$ cat src/rtl/mem_arb_pkg.sv
// Shared types for the IM/DM to single-port memory arbiter.
// Optional tohost intercept is enabled with MEM_ARB_TOHOST_EN.
package mem_arb_pkg;

  typedef enum logic [1:0] {
    ARB_IDLE,
    ARB_SERVE_IM,
    ARB_SERVE_DM
  } arb_state_e;

  typedef enum logic {
    ARB_PORT_IM,
    ARB_PORT_DM
  } arb_port_e;

  localparam logic [31:0] MEM_ARB_TOHOST_ADDR_DEFAULT = 32'h8000_1000;

endpackage

$ cat src/rtl/mem_arbiter.sv
// Round-robin arbiter serialising IM/DM accesses onto one sync memory.
// Define MEM_ARB_TOHOST_EN to intercept DM writes to TOHOST_ADDR.
module mem_arbiter
  import mem_arb_pkg::*;
#(
  parameter logic [31:0] TOHOST_ADDR = MEM_ARB_TOHOST_ADDR_DEFAULT
) (
  input  logic        clk_i,
  input  logic        rst_i,
  input  logic        im_req_i,
  input  logic [31:0] im_addr_i,
  output logic [31:0] im_dout_o,
  output logic        im_busy_o,
  input  logic        dm_req_i,
  input  logic        dm_wen_i,
  input  logic [31:0] dm_addr_i,
  input  logic [31:0] dm_din_i,
  output logic [31:0] dm_dout_o,
  output logic        dm_busy_o,
  output logic        mem_wen_o,
  output logic [31:0] mem_addr_o,
  output logic [31:0] mem_din_o,
`ifdef MEM_ARB_TOHOST_EN
  output logic        tohost_int_o,
  output logic [31:0] tohost_data_o,
`endif
  input  logic [31:0] mem_dout_i
);

  arb_state_e  state_q;
  arb_state_e  state_d;
  arb_port_e   last_q;
  logic        gnt_im;
  logic        gnt_dm;
  logic        serve_im;
  logic        serve_dm;
  logic        wr_q;
  logic        tohost_hit;
  logic [31:0] im_q;
  logic [31:0] dm_q;

  // A completion only counts when not being reset in the same cycle.
  assign serve_im = (state_q == ARB_SERVE_IM) & ~rst_i;
  assign serve_dm = (state_q == ARB_SERVE_DM) & ~rst_i;

  always_ff @(posedge clk_i) begin
    if (rst_i) begin
      state_q <= ARB_IDLE;
      last_q  <= ARB_PORT_IM;
      wr_q    <= 1'b0;
      im_q    <= '0;
      dm_q    <= '0;
    end else begin
      state_q <= state_d;
      if (gnt_dm)
        last_q <= ARB_PORT_DM;
      else if (gnt_im)
        last_q <= ARB_PORT_IM;
      wr_q <= gnt_dm & dm_wen_i;
      if (serve_im)
        im_q <= mem_dout_i;
      if (serve_dm && !wr_q)
        dm_q <= mem_dout_i;
    end
  end

  always_comb begin
    gnt_im = 1'b0;
    gnt_dm = 1'b0;
    if (!rst_i) begin
      unique case (state_q)
        ARB_IDLE: begin
          if (im_req_i && dm_req_i) begin
            gnt_dm = (last_q == ARB_PORT_IM);
            gnt_im = ~gnt_dm;
          end else begin
            gnt_im = im_req_i;
            gnt_dm = dm_req_i;
          end
        end
        ARB_SERVE_IM: gnt_dm = dm_req_i;
        ARB_SERVE_DM: gnt_im = im_req_i;
        default: ;
      endcase
    end
    state_d = ARB_IDLE;
    unique case (1'b1)
      gnt_dm:  state_d = ARB_SERVE_DM;
      gnt_im:  state_d = ARB_SERVE_IM;
      default: state_d = ARB_IDLE;
    endcase
  end

  always_comb begin
    mem_addr_o = '0;
    mem_din_o  = '0;
    if (gnt_dm) begin
      mem_addr_o = dm_addr_i;
      mem_din_o  = dm_din_i;
    end else if (gnt_im) begin
      mem_addr_o = im_addr_i;
    end
    mem_wen_o = gnt_dm & dm_wen_i & ~tohost_hit;
    im_busy_o = im_req_i & ~serve_im;
    dm_busy_o = dm_req_i & ~serve_dm;
    im_dout_o = serve_im ? mem_dout_i : im_q;
    dm_dout_o = (serve_dm && !wr_q) ? mem_dout_i : dm_q;
  end

`ifdef MEM_ARB_TOHOST_EN
  logic        th_q;
  logic [31:0] th_data_q;

  assign tohost_hit = gnt_dm & dm_wen_i & (dm_addr_i == TOHOST_ADDR);

  always_ff @(posedge clk_i) begin
    if (rst_i) begin
      th_q      <= 1'b0;
      th_data_q <= '0;
    end else begin
      th_q <= tohost_hit;
      if (tohost_hit)
        th_data_q <= dm_din_i;
    end
  end

  assign tohost_int_o  = th_q & serve_dm;
  assign tohost_data_o = tohost_int_o ? th_data_q : '0;
`else
  logic unused_tohost;

  assign tohost_hit    = 1'b0;
  assign unused_tohost = ^TOHOST_ADDR;
`endif

endmodule

$ cat config.mk
export PLATFORM = sky130hd
export DESIGN_NAME = mem_arbiter
export DESIGN_NICKNAME = d
export VERILOG_FILES = /design/src/rtl/mem_arb_pkg.sv /design/src/rtl/mem_arbiter.sv
export SDC_FILE = /design/constraint.sdc
export NUM_CORES = 1
export LEC_CHECK = 0
export ABC_CLOCK_PERIOD_IN_PS = 1900
export BUFFER_PORTS_ARGS = -buffer_cell sky130_fd_sc_hd__buf_4
export CORE_ASPECT_RATIO = 0.6
export CORE_MARGIN = 2
export CORE_UTILIZATION = 39
export CTS_CLUSTER_DIAMETER = 50
export DETAILED_ROUTE_END_ITERATION = 12
export PLACE_DENSITY = 0.81
export SYNTH_ARGS = -nofsm -noshare
export SYNTH_HDL_FRONTEND = slang
export SYNTH_SLANG_ARGS = --single-unit
$ cat constraint.sdc
create_clock -name clk_i -period 1.9 [get_ports clk_i]
set_input_delay 0.19 -clock clk_i [delete_from_list [all_inputs] [get_ports clk_i]]
set_output_delay 0.19 -clock clk_i [all_outputs]
set_load 0.05 [all_outputs]
==> results of run 1 <==
[logic make-up after synthesis]
family	after synthesis	share of synthesized area
AO/OA/AOI/OAI	99	0.195
AND/OR/NAND/NOR	236	0.324
buffers and inverters	34	0.0510
flip-flops	68	0.430
[synthesized netlist by cell type (all sizes together)]
| library cell | instances |
|---|---|
| a21boi | 1 |
| a21oi | 65 |
| a22o | 32 |
| and2 | 34 |
| and3 | 1 |
| and3b | 1 |
| buf | 16 |
| clkbuf | 17 |
| dfxtp | 68 |
| inv | 1 |
| nand2 | 192 |
| nor2 | 2 |
| nor3b | 1 |
| nor4b | 2 |
| o21ai | 1 |
| or3b | 2 |
| or4b | 1 |
[what timing repair did]
| action | in CTS |
|---|---|
| pin swaps | 71 |
| resized for setup | 346 |
| setup buffers | 20 |
| setup endpoints to repair | 129 |
| gates cloned | 9 |
[stage by stage]
stage | setup WS (ns) | util | hold slack, ns | area [um2] | std cells
3_3_place_gp | 0.136 | 0.671 | 0.415 | 5290 | 791
4_1_cts | -0.179 | 0.915 | 0.0721 | 7210 | 836
2_1_floorplan | 0.0730 | - | 0.312 | 3170 | 437
3_5_place_dp | 0.103 | 0.671 | 0.413 | 5290 | 791
==> results.md, run 1 <==
* Worst ep type: output port
* Pin count of the biggest net entering global routing at 43
* Clock buffer depth at 2
* H-tree depth at 3
* Post-CTS Hold Fix Bufs at 0
* Status: stopped before the end
* #FFs+latches synth at between 60 and 70
* Post-synthesis sequential area ratio at 0.430
* Syn_nets at 570
* Chip height at about 74 um
* Run Error: [ERROR DPL-0038] Utilization greater than 100%, impossible to legalize
* Synth top area share at 0.430
* Post-synthesis cell type count at 20
* Syn Std Cell Area at 3170 um2
* Ranking of synthesized cells by area: dfxtp_1 43%, nand2_1 23%, a21oi_1 10%
* Io pins at 264
* Row count at 25
* Post-Syn Area per Cell at about 7.2 um2
* Cts bufs inserted at 9
* GRT worst endpoint: mem_addr_o[7]
* Synthesized instance count at approximately 440
* Detailed placement HPWL at ~10000 um
* Die X at approximately 120 um
* Gp weighted congestion at around 0.85
* Clock root cell: clkbuf_16
* Exit stage: 5_1_grt
* Number of clock sinks at ~70
* Port buffer count at roughly 260
* Ys Warns at 0
* Post-synth top area cell: dfxtp_1
* Initial Util at 0.402
==> inputs of run 2 (changes only) <==
--- a/config.mk
+++ b/config.mk
@@ -7,12 +7,10 @@
 export LEC_CHECK = 0
 export ABC_CLOCK_PERIOD_IN_PS = 1900
 export BUFFER_PORTS_ARGS = -buffer_cell sky130_fd_sc_hd__buf_4
-export CORE_ASPECT_RATIO = 0.6
 export CORE_MARGIN = 2
-export CORE_UTILIZATION = 39
-export CTS_CLUSTER_DIAMETER = 50
+export CORE_UTILIZATION = 26
 export DETAILED_ROUTE_END_ITERATION = 12
-export PLACE_DENSITY = 0.81
+export PLACE_DENSITY_LB_ADDON = 0.15
 export SYNTH_ARGS = -nofsm -noshare
 export SYNTH_HDL_FRONTEND = slang
 export SYNTH_SLANG_ARGS = --single-unit
==> run 2 against run 1 <==
Against the previous run: the flow now finishes, with violations (negative setup slack); synthesized area did not move; synthesized cell count did not move.
==> results.md, run 2 <==
* Arr. time, crit path at between 1.5 and 2 ns
* Area share of xor/xnor cells in the synthesized design at 0 (unchanged)
* Detailed placement HPWL at 9760 um (-2.3%)
* #FFs+latches synth at 68 (unchanged)
* Status: complete, but fails checks
* Post-synth EDFFs at 0 (unchanged)
* Ranking of synthesized cells by area: dfxtp_1 43%, nand2_1 23%, a21oi_1 10%
* Setup CP Type: reg -> out
* Syn_nets at 570 (unchanged)
* First-pass GRT wire length at ~22000 um
* Crit-path slowest cell: or4b_4
* Avg Vias per Cell at between 4 and 5
* Synth Area in Compound Gates at 0.195 (unchanged)
* Clock buffer depth at 2 (unchanged)
* R2R cell count at 7
* # fillers at between 900 and 1000
* Critical Path RT at 1.71 ns
* Clock-pin slew on the worst setup and hold paths at roughly 0.050 ns
* Cts bufs inserted at 9 (unchanged)
* Fin util at 0.645
* CTS tree: built
* Commonest non-fill, non-tap cell in the layout: buf_4
* Pre-CTS setup slack at 0.140 ns (+0.0370 ns)
* Initial detailed-routing violation count at around 220
* Crit-path max cell delay at between 0.5 and 0.6 ns
* Synth async-reset ratio at 0 (unchanged)
* Max Slew Vio Count at 0
* Power, Total at roughly 5.2 mW
* Main combinational cell family by area after synthesis: simple AND/OR/NAND/NOR gates
* Crit end category: output pin
* Total Nets Final at approximately 860
* CP endpoint: dm_dout_o[31]
* Via count at around 4200
* Number of diodes at 0
* Synthesized instance count at 437 (unchanged)
* Top Registers: dm_q x32, im_q x32, state_q x2
* H-tree depth at 3 (unchanged)
* Commonest cells after routing, fill and taps aside: 162 x buf_4, 80 x nand2_4, 78 x nand2_1
* RSZ-0062 raised after global routing: yes
* Syn Std Cell Area at 3170 um2 (unchanged)
* Layout Skew at roughly 0.006 ns
* Drt first pass iters at 6
* Final min period at 2.03 ns
* WL final at 15600 um
* Post-synthesis sequential area ratio at 0.430 (unchanged)
* Clock root cell: clkbuf_16
* Chip height at 114 um (+55%)
* Ys Warns at 0 (unchanged)
* Worst setup startpoint: state_q[0]
* Min-delay worst type: in -> reg
* Post-synth top cells: 192 x nand2_1, 68 x dfxtp_1, 65 x a21oi_1
* Slew @ Worst Pin at 0.461 ns
* Synth Area in Adders at 0 (unchanged)
* Gr usage total at 0.216
* Final setup fails at between 100 and 150
* Max Cap Violations at 0
* Mux share of post-synthesis cell area at 0 (unchanged)
* Failing checks: negative setup slack
* Core Area at between 10000 and 15000 um2
* Multi-input gate area at 2550 um2
* Clk_lat worst skew at 0.32 ns
* Post-Syn Area per Cell at 7.25 um2 (unchanged)
* Number of clock sinks at 68 (unchanged)
* Post-synth top area cell: dfxtp_1
* Antenna Violating Nets Remaining at 0
* Top-count cell post-synth: nand2_1
* Share of layout cells above drive strength 1 at 0.642
* Pwr dens at 675 nW/um2
* Pleak at 3.59 nW
* Initial antenna violation count at 0
* Die area at approximately 13000 um2
* Hold Startpoint: dm_wen_i
* Final Cycle Share at 1.07
* Register area at around 1400 um2
* Total gr overflow at 0
* Vias in the first global route at ~4200
* Setup_tns at -9.86 ns
* Synth-to-Final Area Change at 144%
* Post-CTS Hold Fix Bufs at 0 (unchanged)
* Slew headroom at 0.693
* Io pins at 264 (unchanged)
* Post-Synth Simple-Gate Area at 0.324 (unchanged)
* Gp weighted congestion at 0.850 (about the same)
* Port buffer count at 263 (unchanged)
* Synth top area share at 0.430 (unchanged)
* Endpoints failing hold at 0
* Max IR drop VDD at between 0.4 and 0.5 mV
* F_max at about 0.49 GHz
* Startpoint type of the worst setup path: flop
* Worst reg2reg endpoint: dm_q[27]
* Initial Util at 0.265 (-0.137)
* Hold_ws at roughly 0.1 ns
* Main synth FF type: dfxtp_1
* Row count at 40 (+60%)
* Final Worst Setup Slack at -0.125 ns
* R2r setup slk at just under 0.3 ns
* Worst flop-to-flop path startpoint: state_q[0]
* Wirelength per Cell at about 18 um
* Pin count of the biggest net entering global routing at 43
* Post-synthesis cell type count at 20 (unchanged)
* CP max FO at 16
* Die X at 114 um (-5.0%)
* DR DRC count at 0
* Crit path top cell by count: buf_6
* Cell Chain, Critical Path: buf_6 > or4b_4 > buf_12 > nand2_2 > nand2_1 > buf_6
[run 2: cell counts after synthesis]
No cell type changed its count.
[run 2: kinds of logic (layout without fill, tap and decap cells)]
kind of cell,after synthesis,after routing
compound gates,99,99
buf+inv,34,326
flops,68,68
simple gates,236,236
[run 2: worst min-delay path by stage]
stage / slack, ns / cells past startpoint / to
finish: 0.1 / 2 / wr_q
global route: 0.11 / 2 / wr_q
detailed placement: 0.42 / 2 / wr_q
CTS: 0.1 / 2 / wr_q
floorplan: 0.31 / 1 / wr_q
global placement: 0.42 / 2 / wr_q
[run 2: timing repair]
item	4_1_cts	5_1_grt
endpoints found under the hold margin	0	0
gates resized for setup	310	139
setup buffers	12	15
cloned	6	3
endpoints found under the setup margin	129	129
pin swaps	69	35
[run 2: cell type report]
| class | count | share of cell area |
|---|---|---|
| multi-input combinational | 335 | 0.330 |
| inverter | 1 | 0.000486 |
| sequential | 68 | 0.177 |
| tap | 147 | 0.0238 |
| timing repair buffer | 310 | 0.422 |
| clock inverter | 6 | 0.0177 |
| clock buffer | 9 | 0.0292 |
[run 2: metal layers]
| metal | wire length, um | track usage |
|---|---|---|
| met3 | 878 | 0.0471 |
| met1 | 6110 | 0.258 |
| met4 | 321 | 0.0691 |
| met2 | 8300 | 0.383 |
| met5 | 0 | 0 |
[run 2: report_power, final]
group          switching (mW)  internal (mW)  total, mW  leakage, nW
logic                   0.954          0.735       1.69         2.86
registers              0.0321           1.47       1.50        0.552
clock network           0.609           1.41       2.02        0.172
total                    1.60           3.61       5.21         3.59
[run 2: critical path, delay by kind of cell (launching register included)]
family	cells	cell delay (ns)
buffers and inverters	3	0.48
and+or+nand+nor	3	0.70
DFF	1	0.32
[run 2: through the flow]
step           cell area [um2]  std cells
6_report                  7720        876
5_1_grt                   7720        876
4_1_cts                   7020        860
3_5_place_dp              5330        827
3_3_place_gp              5330        827
2_1_floorplan             3170        437
Note: power is estimated with default switching activity, not from simulation.
==> inputs of run 3 (changes only) <==
--- a/config.mk
+++ b/config.mk
@@ -5,12 +5,13 @@
 export SDC_FILE = /design/constraint.sdc
 export NUM_CORES = 1
 export LEC_CHECK = 0
-export ABC_CLOCK_PERIOD_IN_PS = 1900
+export ABC_CLOCK_PERIOD_IN_PS = 2300
 export BUFFER_PORTS_ARGS = -buffer_cell sky130_fd_sc_hd__buf_4
 export CORE_MARGIN = 2
 export CORE_UTILIZATION = 26
 export DETAILED_ROUTE_END_ITERATION = 12
 export PLACE_DENSITY_LB_ADDON = 0.15
+export RECOVER_POWER = 25
 export SYNTH_ARGS = -nofsm -noshare
 export SYNTH_HDL_FRONTEND = slang
 export SYNTH_SLANG_ARGS = --single-unit
==> constraint.sdc (replaced) <==
create_clock -name clk_i -period 2.3 [get_ports clk_i]
set_input_delay 0.23 -clock clk_i [delete_from_list [all_inputs] [get_ports clk_i]]
set_output_delay 0.23 -clock clk_i [all_outputs]
set_load 0.05 [all_outputs]
==> run 3 against run 2 <==
Against the previous run: the run now ends clean; sequential power is 18% lower; die area stayed put; via count is 8.8% lower; flip-flop and latch count unchanged.
==> results.md, run 3 (synthesized netlist as in run 2, its figures left out) <==
* Clock-pin slew on the worst setup and hold paths at 0.05 ns (about the same)
* Pin count of the biggest net entering global routing at 39 (-9.3%)
* Synth-to-Final Area Change at 76.4%
* Endpoints failing hold at 0 (unchanged)
* Switch share at 0.334 (+0.0278)
* Crit-path slowest cell: dfxtp_2
* Io pins at 264 (unchanged)
* Max IR drop VDD at 0.304 mV (-37%)
* Die X at 114 um (unchanged)
* Max Cap Violations at 0 (unchanged)
* Int Pwr at 2.36 mW (-35%)
* Wirelength per Cell at 14.6 um (-18%)
* Final Cycle Share at 0.955
* First-pass GRT wire length at 18400 um (-16%)
* Share of layout cells above drive strength 1 at 0.428 (-0.214)
* H-tree depth at 3 (unchanged)
* Non-Filler Instances at 843 (-3.8%)
* Fin util at 0.467 (-0.178)
* Commonest non-fill, non-tap cell in the layout: buf_4
* Cts bufs inserted at 9 (unchanged)
* Cell Chain, Critical Path: and3b_1 > nor4b_4 > buf_4 > buf_8 > a22o_1 > buf_4
* Arr. time, crit path at 1.97 ns (+0.13 ns)
* Worst setup startpoint: state_q[0]
* CTS tree: built
* Crit-path max cell delay at 0.39 ns (-0.16 ns)
* Initial detailed-routing violation count at 228 (+4.1%)
* Sequential group share of total power at 0.347 (+0.059)
* Slew @ Worst Pin at 0.427 ns (-0.0334 ns)
* Clock root cell: clkbuf_16
* Total gr overflow at 0 (unchanged)
* RSZ-0062 raised after global routing: no
* Antenna Violating Nets Remaining at 0 (unchanged)
* Initial antenna violation count at 0 (unchanged)
* Row count at 40 (unchanged)
* Switch Pwr at 1.18 mW (-26%)
* Crit end category: output pin
* Pleak at 2.98 nW (-17%)
* Initial Util at 0.265 (unchanged)
* Worst flop-to-flop path startpoint: state_q[1]
* F_max at about 0.46 GHz
* Total Nets Final at 824 (-4.0%)
* Status: finished clean
* Pwr dens at 633 nW/um2 (-6.2%)
* Crit path top cell by count: buf_4
* Die area at 13100 um2 (unchanged)
* Gate power share at 0.300 (-0.024)
* Vias in the first global route at 3632 (-13%)
* Clock power frac at 0.353 (-0.035)
* WL final at 12300 um (-21%)
* Gr usage total at 0.181 (-0.0344)
* Max Slew Vio Count at 0 (unchanged)
* DR DRC count at 0 (unchanged)
* Number of diodes at 0 (unchanged)
* Clk_lat worst skew at 0.32 ns (about the same)
* Top Registers: dm_q x32, im_q x32, state_q x2
* Port buffer count at 263 (unchanged)
* Commonest cells after routing, fill and taps aside: 273 x buf_4, 192 x nand2_1, 66 x dfxtp_1
* Setup CP Type: reg -> out
* Critical Path RT at 2.07 ns (+0.36 ns)
* Final setup fails at 0 (-100%)
* Post-placement cell count at 825 (-0.24%)
* Final min period at between 2 and 2.5 ns
* Layout Skew at 0.00559 ns (-0.000382 ns)
* CP max FO at 35 (+19)
* Slew headroom at 0.715 (+0.0222)
* Number of clock sinks at 68 (unchanged)
* Core Area at 12000 um2 (unchanged)
* Drt first pass iters at 4 (-2)
* Gp weighted congestion at 0.853 (+0.34%)
* Chip height at 114 um (unchanged)
* Min-delay worst type: in -> reg
* Power, Total at 3.54 mW (-32%)
* Clock buffer depth at 2 (unchanged)
* Hold_ws at 0.130 ns (+0.0303 ns)
* Via count at 3853 (-8.8%)
* Detailed placement HPWL at 9830 um (+0.78%)
* Post-CTS Hold Fix Bufs at 0 (unchanged)
* Startpoint type of the worst setup path: flop
* Avg Vias per Cell at 4.57 (-5.2%)
* Hold Startpoint: dm_wen_i
[run 3: changes by cell type in the layout (fill, tap and decap cells not counted), moves of 9 or more]
cell     previous run  this run
and2_4             19         0
buf_6              76         2
nand2_8             9         0
and2_1             15        34
nand2_2            25         0
nand2_4            80         0
buf_8              59         1
nand2_1            78       192
buf_4             162       273
[run 3: routing by layer]
metal,up-vias,routed length [um],track usage
met4,0,178,0.0602
met2,159,6150,0.315
met5,-,0,0
met3,11,881,0.0455
li1,1948,-,-
met1,1735,5130,0.218
[run 3: worst paths after layout]
check | slack (ns) | endpoint | cells past startpoint
max | 0.10 | mem_addr_o[7] | 6
min reg2reg | 0.46 | dm_q[15] | 2
min | 0.13 | wr_q | 2
max reg2reg | 0.85 | dm_q[17] | 4
[run 3: critical path: cells and delay by family, from the launching register on]
kind,cells,cell delay (ns)
AND/OR/NAND/NOR,2,0.46
flip-flops,1,0.39
AO/OA/AOI/OAI,1,0.19
buffers and inverters,3,0.60
[run 3: through the flow]
step,setup TNS [ns],cell area [um2],setup WS (ns)
global placement,0,5270,0.323
CTS,-0.0111,5560,-0.00723
detailed placement,0,5270,0.300
floorplan,0,3170,0.433
finish,0,5590,0.104
global route,0,5590,0.0130
[run 3: timing repair]
item	in CTS	in global routing
setup endpoints to repair	41	51
hold endpoints to repair	0	0
pin swaps	0	1
setup buffers	0	1
resized for setup	3	6
gates cloned	0	1
[run 3: layout make-up]
type / count / area [um2]
clock buffer: 10 / 239
clock inverter: 6 / 38.8
fill: 1241 / 6370
inverter: 1 / 3.75
multi-input combinational: 335 / 1670
sequential: 68 / 1360
tap: 147 / 184
timing repair buffer: 276 / 2090
[run 3: power by group through the flow]
stage	sequential (mW)	clock, mW	combinational [mW]
final	1.23	1.25	1.06
after global placement	1.25	0	1.05
after CTS	1.23	1.29	1.06
after global routing	1.23	1.34	1.12
after detailed placement	1.25	0	1.06
after floorplan	1.25	0	0.633
